$ cat src/rtl/instr_encoder_pkg.sv
// Shared definitions for the RV32I instruction encoder: format codes, opcodes,
// FSM state encoding and a sign-extension range helper.
package instr_encoder_pkg;

  typedef enum logic [2:0] {
    FMT_R  = 3'd0,
    FMT_I  = 3'd1,
    FMT_S  = 3'd2,
    FMT_B  = 3'd3,
    FMT_U  = 3'd4,
    FMT_J  = 3'd5,
    FMT_LI = 3'd6
  } fmt_e;

  typedef enum logic [1:0] {
    S_EMPTY = 2'd0,
    S_ONE   = 2'd1,
    S_TWO   = 2'd2
  } state_e;

  localparam logic [6:0]  OPC_LUI     = 7'h37;
  localparam logic [6:0]  OPC_OPIMM   = 7'h13;
  localparam logic [6:0]  OPC_OP      = 7'h33;
  localparam logic [6:0]  OPC_STORE   = 7'h23;
  localparam logic [6:0]  OPC_BRANCH  = 7'h63;
  localparam logic [6:0]  OPC_JAL     = 7'h6F;
  localparam logic [2:0]  FUNCT3_ADDI = 3'b000;
  localparam logic [31:0] INSTR_NOP   = 32'h0000_0013;

  // True when bits [31:lsb] are all copies of the sign bit, i.e. the value
  // fits a signed field whose top bit sits at position lsb.
  function automatic logic all_same(input logic [31:0] v, input int lsb);
    logic ok;
    ok = 1'b1;
    for (int i = 0; i < 32; i++) begin
      if (i >= lsb && v[i] != v[31]) ok = 1'b0;
    end
    return ok;
  endfunction

endpackage

$ cat src/rtl/instr_encoder_imm_pack.sv
// Places a full signed immediate into its I/S/B/U/J instruction bit positions
// and reports whether the value is representable in that format.
module imm_pack
  import instr_encoder_pkg::*;
(
  input  fmt_e        i_fmt,
  input  logic [31:0] i_imm,
  output logic [31:0] o_bits,
  output logic        o_range_ok
);

  always_comb begin
    o_bits     = 32'h0;
    o_range_ok = 1'b1;
    case (i_fmt)
      FMT_I: begin
        o_bits     = {i_imm[11:0], 20'b0};
        o_range_ok = all_same(i_imm, 11);
      end
      FMT_S: begin
        o_bits     = {i_imm[11:5], 13'b0, i_imm[4:0], 7'b0};
        o_range_ok = all_same(i_imm, 11);
      end
      FMT_B: begin
        o_bits     = {i_imm[12], i_imm[10:5], 13'b0, i_imm[4:1], i_imm[11], 7'b0};
        o_range_ok = all_same(i_imm, 12) && !i_imm[0];
      end
      FMT_U: begin
        o_bits     = {i_imm[31:12], 12'b0};
        o_range_ok = (i_imm[11:0] == 12'h0);
      end
      FMT_J: begin
        o_bits     = {i_imm[20], i_imm[10:1], i_imm[11], i_imm[19:12], 12'b0};
        o_range_ok = all_same(i_imm, 20) && !i_imm[0];
      end
      default: ;
    endcase
  end

endmodule

$ cat src/rtl/instr_encoder.sv
// Streaming RV32I encoder: one registered output word, LI expanded into
// LUI+ADDI with the ADDI word parked in a pending register.
module instr_encoder
  import instr_encoder_pkg::*;
(
  input  logic        iCLK,
  input  logic        iRST_n,
  input  logic        iValid,
  output logic        oReady,
  input  logic [2:0]  iFmt,
  input  logic [6:0]  iOpcode,
  input  logic [4:0]  iRd,
  input  logic [4:0]  iRs1,
  input  logic [4:0]  iRs2,
  input  logic [2:0]  iFunct3,
  input  logic [6:0]  iFunct7,
  input  logic [31:0] iImm,
  output logic        oValid,
  input  logic        iReady,
  output logic [31:0] oInstr,
  output logic        oErr,
  output logic        oLast,
  output logic [1:0]  oDbgState
);

  // Handshake: a request is taken on iValid && oReady, a word leaves on
  // oValid && iReady; oReady depends combinationally on iReady in S_ONE.

  state_e      r_state;
  logic [31:0] r_instr;
  logic        r_err;
  logic        r_last;
  logic [31:0] r_pend;

  state_e      w_next;
  logic        w_load_new;
  logic        w_load_pend;
  fmt_e        w_fmt;
  fmt_e        w_pack_fmt;
  logic        w_li;
  logic        w_li_two;
  logic [31:0] w_pack_imm;
  logic [31:0] w_bits_a;
  logic        w_ok_a;
  logic [31:0] w_bits_b;
  logic        w_ok_b;
  logic [31:0] w_word;
  logic        w_word_err;
  logic [31:0] w_addi;

  // pack_b always sees iImm as an I immediate: it decides whether LI fits a
  // single ADDI and also supplies the low-12 bits of the trailing ADDI.
  assign w_fmt      = fmt_e'(iFmt);
  assign w_li       = (w_fmt == FMT_LI);
  assign w_li_two   = w_li && !w_ok_b && (iImm[11:0] != 12'h0);
  assign w_pack_fmt = w_li ? (w_ok_b ? FMT_I : FMT_U) : w_fmt;
  assign w_pack_imm = (w_li && !w_ok_b) ? (iImm + 32'h0000_0800) : iImm;
  assign w_addi     = w_bits_b | {12'b0, iRd, FUNCT3_ADDI, iRd, OPC_OPIMM};

  imm_pack u_pack_a (
    .i_fmt      (w_pack_fmt),
    .i_imm      (w_pack_imm),
    .o_bits     (w_bits_a),
    .o_range_ok (w_ok_a)
  );

  imm_pack u_pack_b (
    .i_fmt      (FMT_I),
    .i_imm      (iImm),
    .o_bits     (w_bits_b),
    .o_range_ok (w_ok_b)
  );

  always_comb begin
    w_word_err = 1'b0;
    case (w_fmt)
      FMT_I:        w_word = w_bits_a | {12'b0, iRs1, iFunct3, iRd, iOpcode};
      FMT_S, FMT_B: w_word = w_bits_a | {7'b0, iRs2, iRs1, iFunct3, 5'b0, iOpcode};
      FMT_U, FMT_J: w_word = w_bits_a | {20'b0, iRd, iOpcode};
      FMT_LI:       w_word = w_ok_b ? (w_bits_a | {12'b0, 5'd0, FUNCT3_ADDI, iRd, OPC_OPIMM})
                                    : (w_bits_a | {20'b0, iRd, OPC_LUI});
      default:      w_word = {iFunct7, iRs2, iRs1, iFunct3, iRd, iOpcode};
    endcase
    if (!w_li && !w_ok_a) begin
      w_word     = INSTR_NOP;
      w_word_err = 1'b1;
    end
  end

  always_comb begin
    w_next      = r_state;
    w_load_new  = 1'b0;
    w_load_pend = 1'b0;
    case (r_state)
      S_EMPTY: begin
        if (iValid) begin
          w_load_new = 1'b1;
          w_next     = w_li_two ? S_TWO : S_ONE;
        end
      end
      S_ONE: begin
        if (iReady) begin
          if (iValid) begin
            w_load_new = 1'b1;
            w_next     = w_li_two ? S_TWO : S_ONE;
          end else begin
            w_next = S_EMPTY;
          end
        end
      end
      S_TWO: begin
        if (iReady) begin
          w_load_pend = 1'b1;
          w_next      = S_ONE;
        end
      end
      default: w_next = S_EMPTY;
    endcase
  end

  always_ff @(posedge iCLK or negedge iRST_n) begin
    if (!iRST_n) begin
      r_state <= S_EMPTY;
      r_instr <= 32'h0;
      r_err   <= 1'b0;
      r_last  <= 1'b0;
      r_pend  <= 32'h0;
    end else begin
      r_state <= w_next;
      if (w_load_new) begin
        r_instr <= w_word;
        r_err   <= w_word_err;
        r_last  <= !w_li_two;
        r_pend  <= w_addi;
      end else if (w_load_pend) begin
        r_instr <= r_pend;
        r_err   <= 1'b0;
        r_last  <= 1'b1;
      end
    end
  end

  assign oReady    = (r_state == S_EMPTY) || ((r_state == S_ONE) && iReady);
  assign oValid    = (r_state != S_EMPTY);
  assign oInstr    = r_instr;
  assign oErr      = r_err;
  assign oLast     = r_last;
  assign oDbgState = r_state;

endmodule

$ cat config.mk
export PLATFORM = sky130hd
export DESIGN_NAME = instr_encoder
export DESIGN_NICKNAME = d
export VERILOG_FILES = /design/src/rtl/instr_encoder_pkg.sv /design/src/rtl/instr_encoder_imm_pack.sv /design/src/rtl/instr_encoder.sv
export SDC_FILE = /design/constraint.sdc
export NUM_CORES = 1
export LEC_CHECK = 0
export CAP_MARGIN = 20
export CORE_MARGIN = 1.5
export CORE_UTILIZATION = 40
export DETAILED_ROUTE_END_ITERATION = 8
export PLACE_DENSITY_LB_ADDON = 0.12
export RECOVER_POWER = 25
export SLEW_MARGIN = 25
export SYNTH_ARGS = -nofsm -noshare
export SYNTH_HDL_FRONTEND = slang
export SYNTH_SLANG_ARGS = --single-unit
$ cat constraint.sdc
create_clock -name iCLK -period 2.1 [get_ports iCLK]
set_input_delay 0.525 -clock iCLK [delete_from_list [all_inputs] [get_ports iCLK]]
set_output_delay 0.525 -clock iCLK [all_outputs]
set_load 0.03 [all_outputs]
Yosys cells after proc, flatten, opt, wreduce, memory -nomap -nowiden:

Cells that the tools add are included.
W data, S select, Z words.

* equal/unequal tests: 56
* bitwise logic cells: 6
* multiplexer cells: 98
* $add $sub $neg: 1
* reduce and logical (&&, ||, !) cells: 21

Operator list (number)
* $mux W32: 5
* $pmux W32 S5: 1
* $pmux W32 S4: 1
* $or A32 B12 Y32: 3
* $mux W1: 81
* $or A32 B20 Y32: 2
* $ne A1 B1 Y1: 40
* $add A32 B12 Y32 const B: 1
* $or A32 B25 Y32: 1
* $eq A3 B3 Y1 const B: 5
* $eq A3 B2 Y1 const B: 4
* $logic_not A12 Y1: 1
* $reduce_bool A12 Y1: 1
* $mux W2: 5
* $eq A3 B1 Y1 const B: 2
* $logic_and A1 B1 Y1: 6
* $mux W3: 2
* $ne A2 B2 Y1 const B: 3
* $pmux W2 S3: 1
* $reduce_or A2 Y1: 3
* $logic_not A1 Y1: 5
* $pmux W1 S4: 1
* $reduce_bool A2 Y1: 2
* $reduce_and A3 Y1: 1
* 5 further kinds: 5

* bits in registers: 68
* output and inout port bits: 38
* logic and storage cells: 187

Depth between registers and ports, before layout:

Gate-level depths: netlist of the first run.

* word-level depth: 51
* depth in mapped cells: 13
* gate-level depth less buffers: 10

Hierarchy:

A second synthesis of the first run with hierarchy kept.

* cell total of the unflattened synthesis: 708
* area total of the unflattened synthesis: 5401.4 um^2

By module, submodules not included
* instr_encoder: cells each 512, area an instance 4197.8 um^2, times used 1, seq. area each 1651.6 um^2
* imm_pack: cells each 98, area an instance 601.8 um^2, times used 2, seq. area each 0.0 um^2

Worst setup path before layout of the first run:

No wires, ideal clock.

* kind: input port to flip-flop
* start point: in iImm[24]
* end point: reg r_instr[4], in the netlist oInstr[4]
* cell stages on the path: 13
* library setup time: 124 ps
* setup slack: -859 ps
* data arrival time: 2835 ps
* path through: buf_4 -> and4_1 -> buf_2 -> and3_1 -> buf_6 -> and3_1 -> a21oi_2 -> xnor2_1 -> o211ai_1 -> o41ai_2 -> o211ai_2 -> buf_6 -> o31a_1

* word-level cells in the longest chain between the ends: 38

Ends and longest elaborated chain
* start, declared: RTL line instr_encoder.sv:17 `input logic [31:0] iImm,`
* $ne A1 B1 Y1
* $mux W1 (7 in series): RTL line instr_encoder_pkg.sv:36 `if (i >= lsb && v[i] != v[31]) ok = 1'b0;`
* $logic_not A1 Y1: RTL line instr_encoder.sv:57 `assign w_pack_imm = (w_li && !w_ok_b) ? (iImm + 32'h0000_0800) : iImm;`
* $logic_and A1 B1 Y1: RTL line instr_encoder.sv:57
* $mux W32: RTL line instr_encoder.sv:57
* $ne A1 B1 Y1: RTL line instr_encoder_pkg.sv:36
* $mux W1 (19 in series): RTL line instr_encoder_pkg.sv:36
* $mux W1: RTL line instr_encoder_imm_pack.sv:15 `case (i_fmt)`
* $logic_and A1 B1 Y1: RTL line instr_encoder_imm_pack.sv:26 `o_range_ok = all_same(i_imm, 12) && !i_imm[0];`
* $pmux W1 S4: RTL line instr_encoder_imm_pack.sv:15
* $logic_not A1 Y1: RTL line instr_encoder.sv:84 `if (!w_li && !w_ok_a) begin`
* $logic_and A1 B1 Y1: RTL line instr_encoder.sv:84
* $mux W32 *: RTL line instr_encoder.sv:84
* $mux W32 *: RTL line instr_encoder.sv:130 `if (w_load_new) begin`
* end signal, assigned: RTL line instr_encoder.sv:131 `r_instr <= w_word;`
* end signal, assigned: RTL line instr_encoder.sv:136 `r_instr <= r_pend;`
* end, declared: RTL line instr_encoder.sv:30 `logic [31:0] r_instr;`

Mark *: on every way between the ends. The rest lies on a longest branch, timed or not. The select of a mux whose other input is x is not followed.
A chain may end at the register's enable or synchronous reset.

Worst setup path in the final report of the first run:

* start point: in iImm[24]
* end point: reg r_instr[0], in the netlist oInstr[0]

The elaborated chain is that of the path after synthesis.

==> results of run 1 <==
-- stage by stage --
stage          setup WS, ps    util
2_1_floorplan        -831.5       -
3_3_place_gp          -1581  0.6324
3_5_place_dp          -1564  0.6324
4_1_cts              -763.3  0.6924
5_1_grt              -862.1  0.7137
6_report             -758.3  0.7137
-- critical path: stages --
cell,delay (ps)
buf_8,70
and4_1,210
nand4_1,180
o21ai_4,320
buf_12,160
mux2i_4,210
nand4b_1,110
or4_1,540
nand4_1,190
o211ai_4,150
buf_6,160
o31a_1,230
-- how the worst min path moves through the flow --
stage | startpoint | to | slack, ps | cells after the start
detailed placement | r_pend[20] | r_pend[20] | 460 | 2
global route | r_pend[4] | r_pend[4] | 500 | 1
global placement | r_pend[4] | r_pend[4] | 460 | 1
floorplan | iRST_n | oDbgState[0] | 230 | 0
CTS | iRST_n | r_pend[18] | 180 | 1
finish | iRST_n | oInstr[10] | 440 | 1
-- flip-flops by register name, indices dropped and copies added, names as in the netlist --
| register | cells |
|---|---|
| oLast | 1 |
| oDbgState | 2 |
| oInstr | 32 |
| oErr | 1 |
| r_pend | 18 |
-- layout by cell type (no fill, tap or decap), types with 6 or more instances in the layout --
cell               n
buf_4            158
nand2_1          108
clkdlybuf4s50_1   78
dfrtp_1           54
nor2_1            36
buf_6             22
a21oi_1           19
o21ai_0           18
nand3_1           11
mux2i_1           11
nand4_1           10
inv_1             10
xnor2_1           10
o21ai_2            9
nor4_2             8
nand2b_1           8
o31a_1             8
o22ai_2            8
a21boi_0           8
buf_2              8
nor4_1             6
-- per-layer routing --
layer,share of wire,vias to the layer above
met5,0,-
met4,0.034,0
met3,0.065,44
met2,0.49,224
met1,0.41,2392
li1,-,2349
-- cells by family after synthesis --
kind of cell / count (synthesis) / synth area share
adder cells (fa/ha/maj): 1 / 0.003085
XOR/XNOR: 16 / 0.03456
AO/OA/AOI/OAI: 131 / 0.2290
flip-flops: 54 / 0.3332
buffers and inverters: 47 / 0.05708
AND/OR/NAND/NOR: 248 / 0.3079
multiplexers: 13 / 0.03518
-- area by class of cell --
| cell class | count | area, µm² |
|---|---|---|
| multi-input cells | 410 | 2895 |
| fillers | 799 | 2811 |
| clock inverters | 3 | 28.78 |
| well taps | 133 | 166.4 |
| clock buffers | 5 | 68.82 |
| flip-flops and latches | 54 | 1351 |
| inverters | 10 | 37.54 |
| repair buffers | 279 | 2460 |
-- timing repair --
item                                    CTS  global route
setup buffers                            23            11
pin swaps                                46            23
resized for setup                       177            35
endpoints found under the setup margin   37            37
gates cloned                              3             1
-- power by group --
group / internal, mW / leakage (nW) / switching (mW)
clock network: 0.249 / 0.0502 / 0.401
registers: 1.18 / 0.681 / 0.0864
logic: 0.685 / 2.43 / 0.734
total: 2.11 / 3.16 / 1.22
==> run_results.csv, run 1 <==
group,metric,value,unit
timing,period_needed,2858,ps
power,power_leakage,3.159,nW
yosys,synth_common_cells,"109 x nand2_1, 54 x dfrtp_1, 36 x nor2_1",
clock_tree,insertion_delay,320,ps
yosys,ys.flop_type,"dfrtp_1",
run,drv_cap,0,
routing,routed_via_density,5.603,
global_route,antenna_found_initial,0,
layout,final_layout_size_suffix_gt1_frac,0.3758,
clock_tree,cts_root_buffer,"clkbuf_8",
timing,tightest_slew,1255,ps
clock_tree,cts_made_buffers,5,
routing,dr.pass1.iters,7,
clock_tree,htreeDepth,2,
floorplan,coreArea,9819,µm²
yosys,ys_seq_elements,54,
critical_path,end_kind,"register",
yosys,yosysUniqueCellTypes,73,
critical_path,start_kind,"input port",
yosys,async_reset_ff_frac,1.000,
timing,fin_skew,10.13,ps
clock_tree,cts_tree,"yes",
timing,post-route-period-util,1.361,
routing,drt_iter0_markers,276,
critical_path,reg2reg_slack,280,ps
floorplan,dieArea,10750,µm²
timing,holdWs,435.2,ps
global_route,use_met1,0.3682,
yosys,synthMostInstantiatedCell,"nand2_1",
floorplan,die_x,103.7,µm
global_route,grt_pass1_vias,4904,
timing,finalSetupViolCount,33,
routing,final_antenna_net_count,0,
floorplan,num_rows,36,
status,violations,"negative setup slack",
yosys,syn-cell-area,4055,µm²
global_route,busiest_layer,"met2",
critical_path,r2r_cells,5,
floorplan,io_pins,109,
timing,hold_viol,0,
global_route,grt_pass1_wl,24.96,mm
critical_path,crit_type,"input port to register",
routing,num_vias,5009,
routing,drt-wirelength-per-cell,17.75,µm
global_route,grt_max_degree,33,
placement,io_buffers,108,
critical_path,startpoint,"iImm[24]",
power,p_total,3.334,mW
layout,area.growth.synth_to_final,72.82,%
timing,maxSlewHeadroom,0.1633,
routing,wl,15.87,mm
clock_tree,clock_sinks,54,
placement,placed_area,6210,µm²
floorplan,initial_utilization,0.4130,
yosys,synthTopCellsByArea,"dfrtp_1 33%, nand2_1 10%, nor2_1 3.3%",
power,peakVddDrop,0.3149,mV
status,status,"complete, but fails checks",
yosys,yosysSeqAreaShare,0.3332,
yosys,synthCells,510,
global_route,grtUsageMet2,0.5048,
clock_tree,postCtsHoldBufs,0,
power,power_density,475.7,nW/µm²
routing,drc_errors,0,
yosys,synth_area_leader_cell,"dfrtp_1",
layout,final_area,7008,µm²
layout,fin_cells,894,
clock_tree,clockBufferDepth,2,
timing,finalMaxSlewViolations,0,
critical_path,regToRegEndpoint,"oInstr[17]",
layout,antenna_cells,0,
floorplan,die_y,103.7,µm
placement,gp_congestion,0.9284,
timing,setup_slack,-758.3,ps
yosys,syn_avg_cell_area,7.951,µm²
clock_tree,clk_pin_slew,120,ps
placement,dp.cells,851,
critical_path,worstReg2RegStart,"oDbgState[0]",
global_route,use_met3,0.03147,
global_route,overflow,0,
placement,dp_hpwl,11.70,mm
timing,clock.fmax,0.3499,GHz
yosys,ys_warn_count,0,
yosys,syn_nets,582,
timing,rsz0062_at_grt,"true",
timing,tns,-22410,ps
global_route,track_usage,0.2876,
yosys,synth_top_area_frac,0.3332,
layout,fin_nets,832,
min_path,min-delay-path-class,"input port to async pin",
critical_path,critPathRequiredTime,2310,ps
critical_path,worstPathMaxFanout,7,
yosys,synth_edf_count,0,
critical_path,crit_arrival,3070,ps
critical_path,crit_path_end,"oInstr[0]",
Power figures use the tool's default switching activity.
==> run 2, diff against run 1 <==
--- a/config.mk
+++ b/config.mk
@@ -11,2 +11,3 @@
 export DETAILED_ROUTE_END_ITERATION = 8
+export HOLD_SLACK_MARGIN = 0.1
 export PLACE_DENSITY_LB_ADDON = 0.12
--- a/constraint.sdc
+++ b/constraint.sdc
@@ -3,2 +3,2 @@
 set_output_delay 0.525 -clock iCLK [all_outputs]
-set_load 0.03 [all_outputs]
+set_load 0.005 [all_outputs]
==> run_results.csv, run 2 (synthesized netlist as in run 1, its figures left out) <==
group,metric,value,unit
power,power_leakage,3.205,nW
layout,area.growth.synth_to_final,74.48,%
critical_path,start_kind,"input port",
timing,period_needed,2826,ps
clock_tree,clk_pin_slew,100,ps
routing,drt_iter0_markers,243,
clock_tree,cts_root_buffer,"clkbuf_8",
timing,maxSlewHeadroom,0.08648,
routing,final_antenna_net_count,0,
timing,setup_slack,-726.2,ps
layout,largest_reg_flops,32,
floorplan,dieArea,10750,µm²
routing,wl,15.85,mm
layout,antenna_cells,0,
placement,gp_congestion,0.8928,
floorplan,coreArea,9819,µm²
timing,post-route-period-util,1.346,
placement,io_buffers,108,
clock_tree,clockBufferDepth,2,
layout,final_area,7076,µm²
timing,tns,-21080,ps
status,violations,"negative setup slack",
critical_path,critPathRequiredTime,2310,ps
routing,dr.pass1.iters,5,
timing,tightest_slew,1370,ps
layout,fin_nets,830,
min_path,min-delay-path-class,"register to register",
routing,drc_errors,0,
clock_tree,cts_tree,"yes",
routing,num_vias,4963,
floorplan,die_y,103.7,µm
routing,drt-wirelength-per-cell,17.77,µm
power,peakVddDrop,0.2673,mV
clock_tree,cts_made_buffers,5,
run,drv_cap,0,
layout,nFillCells,818,
layout,final_layout_size_suffix_gt1_frac,0.3742,
timing,clock.fmax,0.3538,GHz
global_route,overflow,0,
critical_path,crit_arrival,3030,ps
global_route,antenna_found_initial,0,
global_route,grt_max_degree,55,
power,p_total,3.274,mW
layout,regArea,1351,µm²
global_route,grt_pass1_vias,4945,
global_route,track_usage,0.2909,
timing,hold_viol,0,
floorplan,die_x,103.7,µm
power,power_density,462.7,nW/µm²
clock_tree,clock_sinks,54,
placement,dp_hpwl,11.53,mm
layout,finalCoreUtilization,0.7206,
floorplan,io_pins,109,
status,status,"complete, but fails checks",
critical_path,end_kind,"register",
floorplan,initial_utilization,0.4130,
critical_path,worstPathMaxFanout,6,
layout,final_common_cell,"buf_4",
clock_tree,htreeDepth,2,
layout,layout_common_cells,"149 x buf_4, 107 x nand2_1, 76 x clkdlybuf4s50_1",
clock_tree,insertion_delay,320,ps
placement,placed_area,6241,µm²
critical_path,crit_type,"input port to register",
routing,routed_via_density,5.564,
timing,fin_skew,11.87,ps
timing,rsz0062_at_grt,"true",
clock_tree,postCtsHoldBufs,0,
timing,finalSetupViolCount,33,
floorplan,num_rows,36,
global_route,grt_pass1_wl,25.14,mm
layout,multiInputGateArea,2889,µm²
timing,finalMaxSlewViolations,0,
## run 2: cell types whose count changed in the layout (fill, tap and decap cells not counted), moves of 2 or more
cell,previous run,this run
dlymetal6s2s_1,3,6
buf_2,8,11
nor3_4,1,3
clkdlybuf4s50_1,78,76
buf_4,158,149
nor2_1,36,34
buf_12,4,8
## run 2: final timing paths
kind	startpoint	endpoint	slack, ps	cells after the start
max in group asynchronous	iRST_n	r_pend[30]	680	2
min in group asynchronous	iRST_n	r_pend[19]	580	2
worst max register to register	oDbgState[0]	oInstr[9]	250	5
worst min-delay path	r_pend[4]	r_pend[4]	480	1
worst max-delay path	iImm[1]	oInstr[1]	-730	12
worst min register to register	r_pend[4]	r_pend[4]	480	1
## run 2: per-stage QoR
stage	hold slack [ps]	worst slack (ps)	std cells
after floorplan	229.4	-831.4	510
after global placement	453.7	-1550	852
after detailed placement	456.1	-1566	852
after CTS	189.6	-684.1	882
after global routing	511.1	-857.8	892
final	482.8	-726.2	892
## run 2: where the power goes
| part | switching, mW | total, mW | internal [mW] |
|---|---|---|---|
| registers | 0.0824 | 1.26 | 1.18 |
| clock network | 0.380 | 0.742 | 0.362 |
| logic | 0.570 | 1.27 | 0.701 |
## run 2: repair_timing
action	CTS	global route
buffers inserted	19	10
gates resized for setup	170	46
endpoints found under the setup margin	37	34
hold endpoints to repair	0	0
cloned	3	1
pin swaps	23	38
## run 2: cell type report
class,count,area share
Clock buffer,5,0.009726
Clock inverter,3,0.006720
Inverter,10,0.005305
Multi-Input combinational cell,410,0.4083
Sequential cell,54,0.1910
Tap cell,133,0.02352
Timing Repair Buffer,277,0.3554
## run 2: metal layers
metal	share of wire	routed length (µm)	vias up	global-route usage
met2	0.50	7906	186	0.5090
met3	0.060	946	18	0.03713
li1	-	-	2349	-
met4	0.018	289	0	0.07937
met1	0.42	6706	2410	0.3778
met5	0	0	-	0
## run 2: worst max-delay path: stages
cell and delay, ps:
clkdlybuf4s50_1 470, nor4_2 320, nand3_2 130, a21oi_2 180, nand2b_1 100, nand3_1 90, o211ai_1 80, buf_4 160
o41ai_4 370, o211ai_4 160, buf_12 160, o31a_1 280
